`config.mk`:
```
export PLATFORM = sky130hd
export DESIGN_NAME = render_frame_scheduler
export DESIGN_NICKNAME = d
export VERILOG_FILES = /design/src/rtl/render_frame_scheduler.sv
export SDC_FILE = /design/constraint.sdc
export NUM_CORES = 1
export LEC_CHECK = 0
export ABC_AREA = 1
export CAP_MARGIN = 40
export CORE_AREA = 3 3 228 230
export CTS_CLUSTER_SIZE = 25
export DETAILED_ROUTE_END_ITERATION = 10
export DIE_AREA = 0 0 231 233
export GPL_ROUTABILITY_DRIVEN = 0
export GPL_TIMING_DRIVEN = 0
export PLACE_DENSITY = 0.57
export REMOVE_ABC_BUFFERS = 1
export SYNTH_ARGS = -nofsm -noshare
export SYNTH_HDL_FRONTEND = slang
export SYNTH_SLANG_ARGS = --single-unit
```
`constraint.sdc`:
```
create_clock -name clock -period 1.65 [get_ports clock]
set_input_delay 0.33 -clock clock [delete_from_list [all_inputs] [get_ports clock]]
set_output_delay 0.33 -clock clock [all_outputs]
set_load 0.01 [all_outputs]
```
`src/rtl/render_frame_scheduler.sv`:
```
// Multi-buffered frame scheduler: launches RenderFrame into a free SRAM framebuffer,
// tracks completion and promotes finished frames to scan-out on vsync.
module render_frame_scheduler #(
  parameter int NUM_BUFFERS = 2,
  parameter int ADDR_WIDTH  = 20,
  parameter int FRAME_WORDS = 76800,
  parameter int COORD_WIDTH = 18,
  parameter int CONTINUOUS  = 0
) (
  input  logic                       clock,
  input  logic                       reset,
  input  logic                       request_frame,
  input  logic [15*COORD_WIDTH-1:0]  scene_in,
  output logic [15*COORD_WIDTH-1:0]  scene_out,
  output logic                       begin_frame,
  input  logic                       completed_frame,
  output logic [ADDR_WIDTH-1:0]      SRAM_address_offset,
  input  logic                       vsync,
  output logic [ADDR_WIDTH-1:0]      display_offset,
  output logic                       busy,
  output logic [7:0]                 frames_dropped
);

  if ((NUM_BUFFERS < 2) || (NUM_BUFFERS > 4)) begin : g_bad_num_buffers
    $error("render_frame_scheduler: NUM_BUFFERS must be in 2..4");
  end
  if ((64'(NUM_BUFFERS) * 64'(FRAME_WORDS)) > (64'd1 << ADDR_WIDTH)) begin : g_bad_frame_size
    $error("render_frame_scheduler: framebuffers do not fit in the SRAM address space");
  end

  typedef enum logic [1:0] {
    ST_IDLE   = 2'd0,
    ST_START  = 2'd1,
    ST_RENDER = 2'd2
  } state_t;

  function automatic logic [ADDR_WIDTH-1:0] buf_offset(input logic [1:0] idx);
    buf_offset = ADDR_WIDTH'(idx) * ADDR_WIDTH'(FRAME_WORDS);
  endfunction

  state_t                      state_q, state_d;
  logic                        req_q, req_d;
  logic                        comp_prev_q, comp_prev_d;
  logic                        comp_rise_q, comp_rise_d;
  logic [1:0]                  disp_idx_q, disp_idx_d;
  logic                        pend_valid_q, pend_valid_d;
  logic [1:0]                  pend_idx_q, pend_idx_d;
  logic                        rend_valid_q, rend_valid_d;
  logic [1:0]                  rend_idx_q, rend_idx_d;
  logic                        begin_frame_q, begin_frame_d;
  logic                        busy_q, busy_d;
  logic [7:0]                  drops_q, drops_d;
  logic [ADDR_WIDTH-1:0]       sram_off_q, sram_off_d;
  logic [ADDR_WIDTH-1:0]       disp_off_q, disp_off_d;
  logic [15*COORD_WIDTH-1:0]   scene_q, scene_d;

  logic [NUM_BUFFERS-1:0]      buf_free_s;
  logic                        free_found_s;
  logic [1:0]                  free_idx_s;
  logic                        launch_s;
  logic                        done_s;

  // A buffer is free when it holds no role; the lowest-index free one wins.
  always_comb begin
    free_found_s = 1'b0;
    free_idx_s   = 2'd0;
    for (int i = 0; i < NUM_BUFFERS; i++) begin
      buf_free_s[i] = !((2'(i) == disp_idx_q) ||
                        (pend_valid_q && (2'(i) == pend_idx_q)) ||
                        (rend_valid_q && (2'(i) == rend_idx_q)));
    end
    for (int i = NUM_BUFFERS - 1; i >= 0; i--) begin
      if (buf_free_s[i]) begin
        free_found_s = 1'b1;
        free_idx_s   = 2'(i);
      end else begin
        free_found_s = free_found_s;
        free_idx_s   = free_idx_s;
      end
    end
  end

  // Next-state, buffer-role bookkeeping and registered output values.
  always_comb begin
    state_d       = state_q;
    rend_valid_d  = rend_valid_q;
    rend_idx_d    = rend_idx_q;
    disp_idx_d    = disp_idx_q;
    pend_valid_d  = pend_valid_q;
    pend_idx_d    = pend_idx_q;
    drops_d       = drops_q;
    sram_off_d    = sram_off_q;
    disp_off_d    = disp_off_q;
    scene_d       = scene_q;
    begin_frame_d = 1'b0;
    launch_s      = 1'b0;
    done_s        = 1'b0;

    // Rising edges only matter while rendering; edges elsewhere are dropped here.
    comp_prev_d = completed_frame;
    comp_rise_d = completed_frame && !comp_prev_q && (state_q == ST_RENDER);

    case (state_q)
      ST_IDLE: begin
        if ((req_q || (CONTINUOUS != 0)) && free_found_s) begin
          launch_s      = 1'b1;
          state_d       = ST_START;
          rend_valid_d  = 1'b1;
          rend_idx_d    = free_idx_s;
          sram_off_d    = buf_offset(free_idx_s);
          scene_d       = scene_in;
          begin_frame_d = 1'b1;
        end else begin
          state_d = ST_IDLE;
        end
      end
      ST_START: begin
        state_d = ST_RENDER;
      end
      ST_RENDER: begin
        if (comp_rise_q) begin
          done_s       = 1'b1;
          state_d      = ST_IDLE;
          rend_valid_d = 1'b0;
        end else begin
          state_d = ST_RENDER;
        end
      end
      default: begin
        state_d = ST_IDLE;
      end
    endcase

    // vsync consumes the pending buffer as it stood before this edge.
    if (vsync && pend_valid_q) begin
      disp_idx_d   = pend_idx_q;
      disp_off_d   = buf_offset(pend_idx_q);
      pend_valid_d = 1'b0;
    end else begin
      disp_idx_d = disp_idx_q;
    end

    if (done_s) begin
      if (pend_valid_q && !vsync && (drops_q != 8'hFF)) begin
        drops_d = drops_q + 8'd1;
      end else begin
        drops_d = drops_q;
      end
      pend_valid_d = 1'b1;
      pend_idx_d   = rend_idx_q;
    end else begin
      pend_idx_d = pend_idx_q;
    end

    if (CONTINUOUS != 0) begin
      req_d = 1'b0;
    end else begin
      req_d = request_frame || (req_q && !launch_s);
    end

    busy_d = (state_d != ST_IDLE);
  end

  // State and output registers with synchronous reset.
  always_ff @(posedge clock) begin
    if (reset) begin
      state_q       <= ST_IDLE;
      req_q         <= 1'b0;
      comp_prev_q   <= 1'b1;
      comp_rise_q   <= 1'b0;
      disp_idx_q    <= 2'd0;
      pend_valid_q  <= 1'b0;
      pend_idx_q    <= 2'd0;
      rend_valid_q  <= 1'b0;
      rend_idx_q    <= 2'd0;
      begin_frame_q <= 1'b0;
      busy_q        <= 1'b0;
      drops_q       <= 8'd0;
      sram_off_q    <= '0;
      disp_off_q    <= '0;
      scene_q       <= '0;
    end else begin
      state_q       <= state_d;
      req_q         <= req_d;
      comp_prev_q   <= comp_prev_d;
      comp_rise_q   <= comp_rise_d;
      disp_idx_q    <= disp_idx_d;
      pend_valid_q  <= pend_valid_d;
      pend_idx_q    <= pend_idx_d;
      rend_valid_q  <= rend_valid_d;
      rend_idx_q    <= rend_idx_d;
      begin_frame_q <= begin_frame_d;
      busy_q        <= busy_d;
      drops_q       <= drops_d;
      sram_off_q    <= sram_off_d;
      disp_off_q    <= disp_off_d;
      scene_q       <= scene_d;
    end
  end

  assign scene_out           = scene_q;
  assign begin_frame         = begin_frame_q;
  assign SRAM_address_offset = sram_off_q;
  assign display_offset      = disp_off_q;
  assign busy                = busy_q;
  assign frames_dropped      = drops_q;

endmodule

```
==> metrics <==
adder and majority cell fraction of the synthesized area 0.114%; number of violations of the max-capacitance limit 0; clock network fraction of total power 36.6%; arrival time reported for the critical path endpoint 2230 ps; critical path startpoint category register; end of the worst register-to-register path scene_out[193]; dominant register cell in the synthesized netlist sky130_fd_sc_hd__dfxtp_1; hold depth 2; Critical R2R Launch display_offset[16]; via count normalized by instance count 4.78; standard-cell rows 82; simple-gate area share of the yosys netlist 24.2%; relative slew slack 12.9%; antenna-violating nets left 0; sequential share of the synthesized area 53.1%; total of hold buffers inserted after clock tree synthesis 0; number of flops mapped to enable cells by yosys 0; fin. max-slew vios 0; H-Tree Level Count 2; Die Y 233 µm; DRT Wirelength 59.3 mm; maximum number of pins on one net before global-route repair 146; Mapped Cells 1360; violations in the final reports setup timing; Req. time, crit path 2020 ps; antenna violations before repair 2; gr ovfl total 0; core area 0.0501 mm²; cell area reported after detailed placement 0.0168 mm²; launch instance of the worst min-delay path reset; Final nets 2241; Synthesis Warnings 0; dominant combinational cell family by area after synthesis simple AND/OR/NAND/NOR gates; worst clock skew 16.9 ps; Hold Crit Class in2reg; top cell type by total area after synthesis sky130_fd_sc_hd__dfxtp_1; Netlist cell types 23; num ports 595; layout cells sized above 1 35.2%; clock tree buffer depth 3; buffer type at the clock tree root sky130_fd_sc_hd__clkbuf_16; Worst Path Max Fanout 7; dominant cell by count in the synthesized netlist sky130_fd_sc_hd__nand2_1; register bit count reported by yosys 290; initial DRC count 553; outcome finished with violations; half-perimeter wire length after placement 27.6 mm; number of global-route vias before repair 12600; effective utilization at floorplan 21.8%; Worst Reg2Reg Path Length in Cells 10; power share of the sequential group 38.1%; list of most frequent post-synthesis cells sky130_fd_sc_hd__nand2_1 (301), sky130_fd_sc_hd__dfxtp_1 (290), sky130_fd_sc_hd__a21oi_1 (280), sky130_fd_sc_hd__nand3_1 (278), sky130_fd_sc_hd__buf_4 (55); syn avg cell area 8.04 µm²; wire length of the first global-routing pass 81.9 mm; IR Drop Worst-Case VDD 0.571 mV; Logic pwr share 25.3%; die area 0.0538 mm²; Finished Cell Area 0.0235 mm²; post-synthesis xor/xnor area fraction 0.240%; final setup violation count 258; synthesis-to-finish area growth 115%; sinks on the clock net 290; cell-internal power 14.6 mW; number of vias after detailed routing 12700; Worst Setup Path Type reg2reg; pin slew with the least headroom to its limit 1310 ps; flip-flop count of the largest register after layout 270; post-route minimum period 1860 ps; switching pwr 5.99 mW; end-of-flow core utilization 46.9%; Worst Slack Setup Final -212 ps; compound-cell area share of the yosys netlist 13.0%; top cells by area, synth sky130_fd_sc_hd__dfxtp_1 (53%), sky130_fd_sc_hd__a21oi_1 (13%), sky130_fd_sc_hd__nand3_1 (13%), sky130_fd_sc_hd__nand2_1 (10%), sky130_fd_sc_hd__buf_4 (3.8%); Die Span X 231 µm; switch share 29.1%; CP endpoint kind register; overall power after layout 20.6 mW; multiplexer share of the synthesized area 0%; CTS tree built; unrepaired setup endpoints after global routing true; Achievable Freq 0.537 GHz; worst path cell trace nand3b_1, nand2_8, buf_16, nand2_8, buf_12, buf_12, buf_12, buf_16, nand2_2, a21oi_2; ratio of final minimum period to clock period 113%; Overall Global Routing Usage 20.2%; count of TritonRoute iterations in the first routing pass 6; proportion of register bits with asynchronous set or reset after synthesis 0%; number of hold violations in the final report 0; DRC Markers 0; Reg2Reg Setup Slack -210 ps; netlist area before placement 0.0109 mm²; worst hold path endpoint scene_out[199]; Setup TNS Final -21160 ps; average routed wire per standard cell 22.3 µm; largest stage delay on the critical path 360 ps; insertion delay of the later-clocked pin in the worst-skew pair 520 ps; Pwr per Cell Area 876 mW/mm²; most prevalent standard cell on the critical path sky130_fd_sc_hd__buf_12; leakage power of the design 11.9 nW; clock buffers created by TritonCTS 36; slowest cell on the critical path sky130_fd_sc_hd__dfxtp_4; Clock transition at path regs 60 ps; top-area cell type share of the netlist area 53.1%; IO buf count 562
## layout make-up
cell class,count,area [µm²]
sequential,290,5820
tap,672,841
inverter,17,80.1
antenna,1,2.50
clock buffer,51,1040
multi-input combinational,934,7140
timing repair inverter,3,26.3
clock inverter,5,50.0
fill,4614,26600
timing repair buffer,683,8490
## power groups by stage
stage	Sequential [mW]	Clock, mW	Combinational, mW
3_5_place_dp	7.85	0	3.30
6_report	7.84	7.53	5.20
2_1_floorplan	8.06	0	0.976
3_3_place_gp	7.85	0	3.34
5_1_grt	7.89	8.02	5.48
4_1_cts	7.79	7.69	5.09
## how the worst max path moves through the flow
stage / end / startpoint / depth (start not counted) / slack [ps]
2_1_floorplan: busy / SRAM_address_offset[16] / 6 / -4090
3_3_place_gp: pend_idx_q[0] / reset / 4 / -9510
3_5_place_dp: scene_out[165] / SRAM_address_offset[16] / 9 / -1200
4_1_cts: scene_out[245] / display_offset[16] / 10 / -210
5_1_grt: scene_out[193] / display_offset[16] / 10 / -260
6_report: scene_out[193] / display_offset[16] / 10 / -210
## metal layers
metal / vias to the layer above / GRT usage [%] / share of wire [%]
met5: - / 0 / 0
met1: 6322 / 24.6 / 41
li1: 5777 / - / -
met4: 0 / 6.08 / 2.8
met3: 103 / 4.69 / 6.0
met2: 498 / 35.3 / 51
## worst max-delay path, delay by kind of cell (launching register included)
family                 cells  cell delay (ps)
flip-flops                 1              360
buffers and inverters      5              700
AND/OR/NAND/NOR            4              580
AO/OA/AOI/OAI              1               50
## stage by stage
stage | hold WS (ps) | instances | setup WS, ps
2_1_floorplan | 372 | 1233 | -4090
3_3_place_gp | 381 | 2467 | -9510
3_5_place_dp | 390 | 2473 | -1200
4_1_cts | 339 | 2659 | -209
5_1_grt | 354 | 2656 | -260
6_report | 321 | 2656 | -212
## repair_timing
action | CTS | global route
pin swaps | 94 | 105
cloned | 67 | 5
resized for setup | 667 | 458
buffers inserted | 63 | 16
setup endpoints to repair | 568 | 471
## layout by cell type, fill, tap and decap left out, drive strengths merged, types with 2 or more instances in the layout
master / n
nand3: 278
a21oi: 280
inv: 20
buf: 121
dlygate4sd2: 103
nor2: 20
clkdlybuf4s15: 2
dfxtp: 290
nand2: 311
clkbuf: 52
o21ai: 3
dlymetal6s2s: 183
conb: 32
clkdlybuf4s50: 273
nand4: 2
xor2: 3
clkinv: 4
## logic make-up (layout without fill, tap and decap cells)
group / Yosys count / in the layout
AND/OR/NAND/NOR: 606 / 614
flip-flops: 290 / 290
AO/OA/AOI/OAI: 284 / 284
buffers and inverters: 175 / 759
XOR/XNOR: 3 / 3
adder cells (fa/ha/maj): 1 / 1
other: 1 / 33
Note: power is estimated with default switching activity, not from simulation.
